`src/rtl/cpu_types_pkg.sv`:
```
// Shared CPU memory-path types: RAM handshake state, data word and arbiter FSM state.
// Latency: n/a (types only).
// Backpressure: n/a. arb_state_t is kept here so debug/trace logic can decode the arbiter state.
package cpu_types_pkg;

  typedef logic [31:0] word_t;

  // RAM model handshake state.
  typedef enum logic [1:0] {
    FREE   = 2'd0,
    BUSY   = 2'd1,
    ACCESS = 2'd2,
    ERROR  = 2'd3
  } ramstate_t;

  // Arbiter grant state.
  typedef enum logic [1:0] {
    IDLE = 2'd0,
    IACC = 2'd1,
    DACC = 2'd2
  } arb_state_t;

endpackage

```
`src/rtl/arbiter_if.sv`:
```
// Bundle of the instruction/data request channels and the single RAM port.
// Latency: n/a (wiring only).
// Backpressure: iwait/dwait stay high until the RAM completes the granted access.
// Modports: arb = arbiter view (requests and RAM responses in, RAM controls out),
//           ram = RAM model view.
interface arbiter_if;
  import cpu_types_pkg::*;

  // instruction fetch channel
  logic      iREN;
  word_t     iaddr;
  logic      iwait;
  word_t     iload;

  // load/store channel
  logic      dREN;
  logic      dWEN;
  word_t     daddr;
  word_t     dstore;
  logic      dwait;
  word_t     dload;

  // RAM port
  logic      ramREN;
  logic      ramWEN;
  word_t     ramaddr;
  word_t     ramstore;
  word_t     ramload;
  ramstate_t ramstate;

  modport arb (
    input  iREN, iaddr, dREN, dWEN, daddr, dstore, ramload, ramstate,
    output iwait, iload, dwait, dload, ramREN, ramWEN, ramaddr, ramstore
  );

  modport ram (
    input  ramREN, ramWEN, ramaddr, ramstore,
    output ramload, ramstate
  );

endinterface

```
`src/rtl/mem_arbiter.sv`:
```
// Single-ported RAM arbiter: data requests win, a starvation counter forces a fetch after STARVE_MAX data grants.
// Latency: request seen at edge N drives the RAM in cycle N+1; completes in cycle N+1+L for L busy cycles.
// Backpressure: requester holds its request/address/data while its wait is high; wait drops only in the completing cycle.
// Ports: CLK, nRST (async active-low), bus (arbiter_if.arb: iREN/iaddr/iwait/iload, dREN/dWEN/daddr/dstore/dwait/dload,
//        ramREN/ramWEN/ramaddr/ramstore/ramload/ramstate), err (sticky RAM error flag).
module mem_arbiter
  import cpu_types_pkg::*;
#(
  parameter int unsigned STARVE_MAX = 4  // 1..15
) (
  input  logic      CLK,
  input  logic      nRST,
  arbiter_if.arb    bus,
  output logic      err
);

  arb_state_t  state, next_state;
  logic [3:0]  starve_cnt, next_cnt;
  logic        next_err;
  logic        d_req;
  logic        force_i;

  // dREN together with dWEN is a write; either one is a data request.
  assign d_req   = bus.dREN | bus.dWEN;
  assign force_i = bus.iREN & (starve_cnt == 4'(STARVE_MAX));

  always_ff @(posedge CLK, negedge nRST) begin
    if (!nRST) begin
      state      <= IDLE;
      starve_cnt <= '0;
      err        <= 1'b0;
    end else begin
      state      <= next_state;
      starve_cnt <= next_cnt;
      err        <= next_err;
    end
  end

  always_comb begin
    next_state   = state;
    next_cnt     = starve_cnt;
    next_err     = err;
    bus.iwait    = 1'b1;
    bus.dwait    = 1'b1;
    bus.ramREN   = 1'b0;
    bus.ramWEN   = 1'b0;
    bus.ramaddr  = '0;
    bus.ramstore = '0;
    bus.iload    = bus.ramload;
    bus.dload    = bus.ramload;

    case (state)
      IDLE: begin
        if (d_req && !force_i) begin
          next_state = DACC;
          // force_i is low here, so with iREN high the counter is below
          // STARVE_MAX and the increment cannot pass the saturation point.
          if (bus.iREN) next_cnt = starve_cnt + 4'd1;
        end else if (bus.iREN) begin
          next_state = IACC;
          next_cnt   = '0;
        end
        if (!bus.iREN) next_cnt = '0;
      end

      IACC: begin
        bus.ramREN  = 1'b1;
        bus.ramaddr = bus.iaddr;
        if (bus.ramstate == ERROR) next_err = 1'b1;
        // A dropped request (halt/flush) abandons the access silently.
        if (!bus.iREN) begin
          next_state = IDLE;
        end else if (bus.ramstate == ACCESS) begin
          bus.iwait  = 1'b0;
          next_state = IDLE;
        end
      end

      DACC: begin
        bus.ramaddr  = bus.daddr;
        bus.ramstore = bus.dstore;
        bus.ramWEN   = bus.dWEN;
        bus.ramREN   = ~bus.dWEN;
        if (bus.ramstate == ERROR) next_err = 1'b1;
        if (!d_req) begin
          next_state = IDLE;
        end else if (bus.ramstate == ACCESS) begin
          bus.dwait  = 1'b0;
          next_state = IDLE;
        end
      end

      default: next_state = IDLE;
    endcase
  end

endmodule

```
`src/flat_wrapper.sv`:
```
// flat-port wrapper written by rule: the top's interface ports become plain ports
module mem_arbiter_flat import cpu_types_pkg::*;
#(
  parameter int unsigned STARVE_MAX = 4          
)
  (CLK, nRST, err, bus_iREN, bus_iaddr, bus_dREN, bus_dWEN, bus_daddr, bus_dstore, bus_ramload, bus_ramstate, bus_iwait, bus_iload, bus_dwait, bus_dload, bus_ramREN, bus_ramWEN, bus_ramaddr, bus_ramstore);
  arbiter_if bus_i ();
  input  logic CLK;
  input  logic nRST;
  output logic err;
  input wire logic [$bits(bus_i.iREN)-1:0] bus_iREN;
  input wire logic [$bits(bus_i.iaddr)-1:0] bus_iaddr;
  input wire logic [$bits(bus_i.dREN)-1:0] bus_dREN;
  input wire logic [$bits(bus_i.dWEN)-1:0] bus_dWEN;
  input wire logic [$bits(bus_i.daddr)-1:0] bus_daddr;
  input wire logic [$bits(bus_i.dstore)-1:0] bus_dstore;
  input wire logic [$bits(bus_i.ramload)-1:0] bus_ramload;
  input wire logic [$bits(bus_i.ramstate)-1:0] bus_ramstate;
  output wire logic [$bits(bus_i.iwait)-1:0] bus_iwait;
  output wire logic [$bits(bus_i.iload)-1:0] bus_iload;
  output wire logic [$bits(bus_i.dwait)-1:0] bus_dwait;
  output wire logic [$bits(bus_i.dload)-1:0] bus_dload;
  output wire logic [$bits(bus_i.ramREN)-1:0] bus_ramREN;
  output wire logic [$bits(bus_i.ramWEN)-1:0] bus_ramWEN;
  output wire logic [$bits(bus_i.ramaddr)-1:0] bus_ramaddr;
  output wire logic [$bits(bus_i.ramstore)-1:0] bus_ramstore;
  assign bus_i.iREN = bus_iREN;
  assign bus_i.iaddr = bus_iaddr;
  assign bus_i.dREN = bus_dREN;
  assign bus_i.dWEN = bus_dWEN;
  assign bus_i.daddr = bus_daddr;
  assign bus_i.dstore = bus_dstore;
  assign bus_i.ramload = bus_ramload;
  assign bus_i.ramstate = bus_ramstate;
  assign bus_iwait = bus_i.iwait;
  assign bus_iload = bus_i.iload;
  assign bus_dwait = bus_i.dwait;
  assign bus_dload = bus_i.dload;
  assign bus_ramREN = bus_i.ramREN;
  assign bus_ramWEN = bus_i.ramWEN;
  assign bus_ramaddr = bus_i.ramaddr;
  assign bus_ramstore = bus_i.ramstore;
  mem_arbiter #(.STARVE_MAX(STARVE_MAX)) u_core (.CLK(CLK), .nRST(nRST), .bus(bus_i), .err(err));
endmodule
```
`config.mk`:
```
export PLATFORM = sky130hd
export DESIGN_NAME = mem_arbiter_flat
export DESIGN_NICKNAME = d
export VERILOG_FILES = /design/src/rtl/cpu_types_pkg.sv /design/src/rtl/arbiter_if.sv /design/src/rtl/mem_arbiter.sv /design/src/flat_wrapper.sv
export SDC_FILE = /design/constraint.sdc
export NUM_CORES = 1
export LEC_CHECK = 0
export ABC_AREA = 1
export BUFFER_PORTS_ARGS = -buffer_cell sky130_fd_sc_hd__buf_2
export CAP_MARGIN = 20
export CORE_AREA = 2 2 103 105
export CTS_CLUSTER_DIAMETER = 60
export DETAILED_ROUTE_END_ITERATION = 6
export DIE_AREA = 0 0 105 107
export SYNTH_ARGS = -nofsm -noshare
export SYNTH_HDL_FRONTEND = slang
export SYNTH_SLANG_ARGS = --single-unit
```
`constraint.sdc`:
```
create_clock -name CLK -period 2.49 [get_ports CLK]
set_clock_uncertainty 0.2 [all_clocks]
set_input_delay 0.3735 -clock CLK [delete_from_list [all_inputs] [get_ports CLK]]
set_output_delay 0.3735 -clock CLK [all_outputs]
set_load 0.005 [all_outputs]
```
==> flow_summary.yaml <==
clock_tree:
  cts_buffers: 3
  cts_resized: 0
  cts_tree: "done"
  clock_latency_ns: 0.23
  cts_max_path_buffers: 2
  htree_levels: 1
  hold_buffers: 1
  cts_root_buffer: "clkbuf_8"
  post_cts_buffers: 0
  path_clk_slew_ns: 0.04
  cts_sinks: 7
worst_setup_path:
  slowest_stage: "dfrtp_1"
  required_ns: 1.92
  critical_path.top_delay_family: "buffers and inverters"
  ff2ff_path_depth: 9
  reg2reg_slack_ns: 0.82
  cp-start-kind: "register"
  worstReg2RegStart: "u_core.state[1]$_DFFE_PN0P_"
  arrival_ns: 1.64
  r2r-end: "u_core.state[0]$_DFFE_PN0P_"
  crit_fanout: 35
  critPathMaxStageDelay_ns: 0.40
  crit_type: "register to output port"
  end_kind: "output port"
  path_buf_inv: 3
  crit_chain: "inv_1 -> ha_1 -> buf_4 -> nand2_1 -> a21oi_1 -> buf_2"
detailed_routing:
  wl_per_cell_um: 10.6
  dr.pass1.iters: 4
  ant_nets: 0
  vias: 2034
  vias_per_cell: 3.70
  first_iter_violations: 106
  drc_errors: 0
  wirelength_um: 5810
placement:
  globalplace.congestion: 0.754
  io_buffers: 171
  dp.cells: 545
  hpwlAfterDp_um: 4700
pwr:
  p_int_mw: 0.875
  p_leak_nw: 1.55
  vdd_drop_max_v: 0.000485
  power_density_nw_per_um2: 804
  combPwrFrac_pct: 81.7
  p_switching_mw: 0.972
  switching_share_pct: 52.6
  p_clk_share_pct: 8.7
  pwr-share-seq_pct: 9.6
timing:
  fmax_ghz: 0.451
  relSlewSlack_pct: 74.5
  hold_violations: 0
  timing.final.crit_share_pct: 89.0
  period_minus_slack_ns: 2.22
  timing.setup.tns_ns: 0
  grt_setup_unrepaired: "false"
  maxSlewViolCount: 0
  tightestPinTransition_ns: 0.383
  setup_viol: 0
run_status:
  status: "finished clean"
logic_synthesis:
  ys_types: 19
  synth_top_area_share_pct: 30.3
  ys_ff_latch: 7
  synthTopCellsByArea: "buf_4 (30%), nand2_1 (25%), inv_1 (10%), dfrtp_1 (10%), a21oi_1 (9.4%)"
  synth_cells: 313
  avgSynthCellArea_sq_um: 5.61
  synth_area_leader_cell: "buf_4"
  seq_area_frac_synth_pct: 9.97
  yosysWarnings: 0
  synth_area_sq_um: 1760
  synthesis.nets: 454
layout:
  seq_area_sq_um: 175
  syn2layout_area_growth_pct: 30.8
  multi_input_area_sq_um: 798
  nets: 556
  drive_gt1_share_pct: 44.2
  final_cells: 550
  diodes: 0
  fillers: 1200
worst_hold_path:
  hp-class: "input pin to register"
  hp-start: "bus_ramstate[1]"
  whs_path_depth: 2
  min_to: "u_core.err$_DFFE_PN0P_"
floorplanning:
  fp-row-count: 37
  ios: 268
  design.die.area_sq_um: 11200
  die_w_um: 105
  initial_core_util_pct: 17.4
  die_height_um: 107
  core-area_sq_um: 10100
grt:
  grt_pass1_wl_um: 8410
  overflow: 0
  grt_pass1_vias: 1729
  antenna_found_initial: 0
  grt_max_degree: 44
  grt.total_usage_pct: 8.97
job:
  maxCapViolations: 0
cell usage in the layout, fill, tap and decap left out:
cell | netlist | routed
clkbuf_8 | 0 | 3
nor2_1 | 4 | 4
buf_4 | 71 | 2
nand3_1 | 6 | 6
nand2_1 | 118 | 118
inv_1 | 49 | 49
nand2_2 | 1 | 1
inv_2 | 1 | 1
dfrtp_1 | 7 | 7
buf_12 | 0 | 2
xnor2_1 | 1 | 1
clkbuf_1 | 0 | 1
ha_1 | 6 | 5
nand4_1 | 1 | 1
ha_2 | 0 | 1
o22ai_1 | 2 | 2
buf_2 | 4 | 171
xor2_1 | 1 | 1
a31o_2 | 1 | 1
nor2_2 | 1 | 1
a21oi_1 | 33 | 33
dlygate4sd3_1 | 0 | 1
o21ai_1 | 2 | 2
Yosys cell counts:
library cell  instances
inv_2                 1
ha_1                  6
buf_6                 4
dfrtp_1               7
nand4_1               1
nand2_1             118
buf_4                71
a31o_2                1
inv_1                49
a21oi_1              33
o22ai_1               2
xnor2_1               1
nand3_1               6
buf_2                 4
nand2_2               1
nor2_1                4
nor2_2                1
xor2_1                1
o21ai_1               2
worst register-to-register path: stages, from the launching register on:
cell     delay, ns
dfrtp_1       0.40
inv_1         0.11
ha_1          0.15
buf_4         0.35
nand2_1       0.09
nand2_1       0.10
nand2_1       0.05
nand2_1       0.06
nand2_1       0.05
nand2_1       0.05
sequential cells by signal (all words and copies together) (netlist names):
name               flops
u_core.err             1
u_core.starve_cnt      4
u_core.state           2
layer usage:
layer	vias up	share of wire (%)	track usage, %
li1	1065	-	-
met1	840	38	10.3
met2	122	50	16.7
met3	7	11	2.43
met4	0	0.65	1.62
met5	-	0	0
power groups by stage:
stage	clock network, mW	logic (mW)	registers [mW]
detailed placement	0	1.52	0.179
global route	0.175	1.71	0.181
global placement	0	1.52	0.178
finish	0.161	1.51	0.177
floorplan	0	1.03	0.171
CTS	0.166	1.53	0.177
final cells by class:
class,instances,area share [%]
tap,136,7.41
clock buffer,4,1.96
multi-input combinational,177,34.7
sequential,7,7.63
inverter,50,8.17
timing repair buffer,176,40.1
how the worst max path moves through the flow:
stage                                 end  cells past startpoint                        start
after floorplan                bus_ramREN                      5  u_core.state[0]$_DFFE_PN0P_
after global routing      bus_ramaddr[27]                      6  u_core.state[1]$_DFFE_PN0P_
final                     bus_ramaddr[24]                      6  u_core.state[1]$_DFFE_PN0P_
after global placement    bus_ramaddr[24]                      6  u_core.state[1]$_DFFE_PN0P_
after CTS                 bus_ramaddr[24]                      6  u_core.state[1]$_DFFE_PN0P_
after detailed placement  bus_ramaddr[24]                      6  u_core.state[1]$_DFFE_PN0P_
cell families after synthesis:
| logic type | after synthesis | share of synthesized area (%) |
|---|---|---|
| AND/OR/NAND/NOR | 131 | 28.8 |
| buffers and inverters | 129 | 44.7 |
| AO/OA/AOI/OAI | 38 | 11.2 |
| flip-flops | 7 | 9.97 |
| adder cells (fa/ha/maj) | 6 | 4.27 |
| XOR/XNOR | 2 | 0.997 |
metrics by stage:
step	hold slack (ns)	area, sq um	setup WS, ns	util (%)	power, mW
2_1_floorplan	-0.122	1760	0.807	-	1.20
3_3_place_gp	0.0202	2240	0.532	22.2	1.70
3_5_place_dp	0.0247	2240	0.525	22.2	1.70
4_1_cts	0.212	2300	0.277	22.8	1.87
5_1_grt	0.222	2300	0.110	22.8	2.06
6_report	0.211	2300	0.274	22.8	1.85
Note: power is estimated with default switching activity, not from simulation.
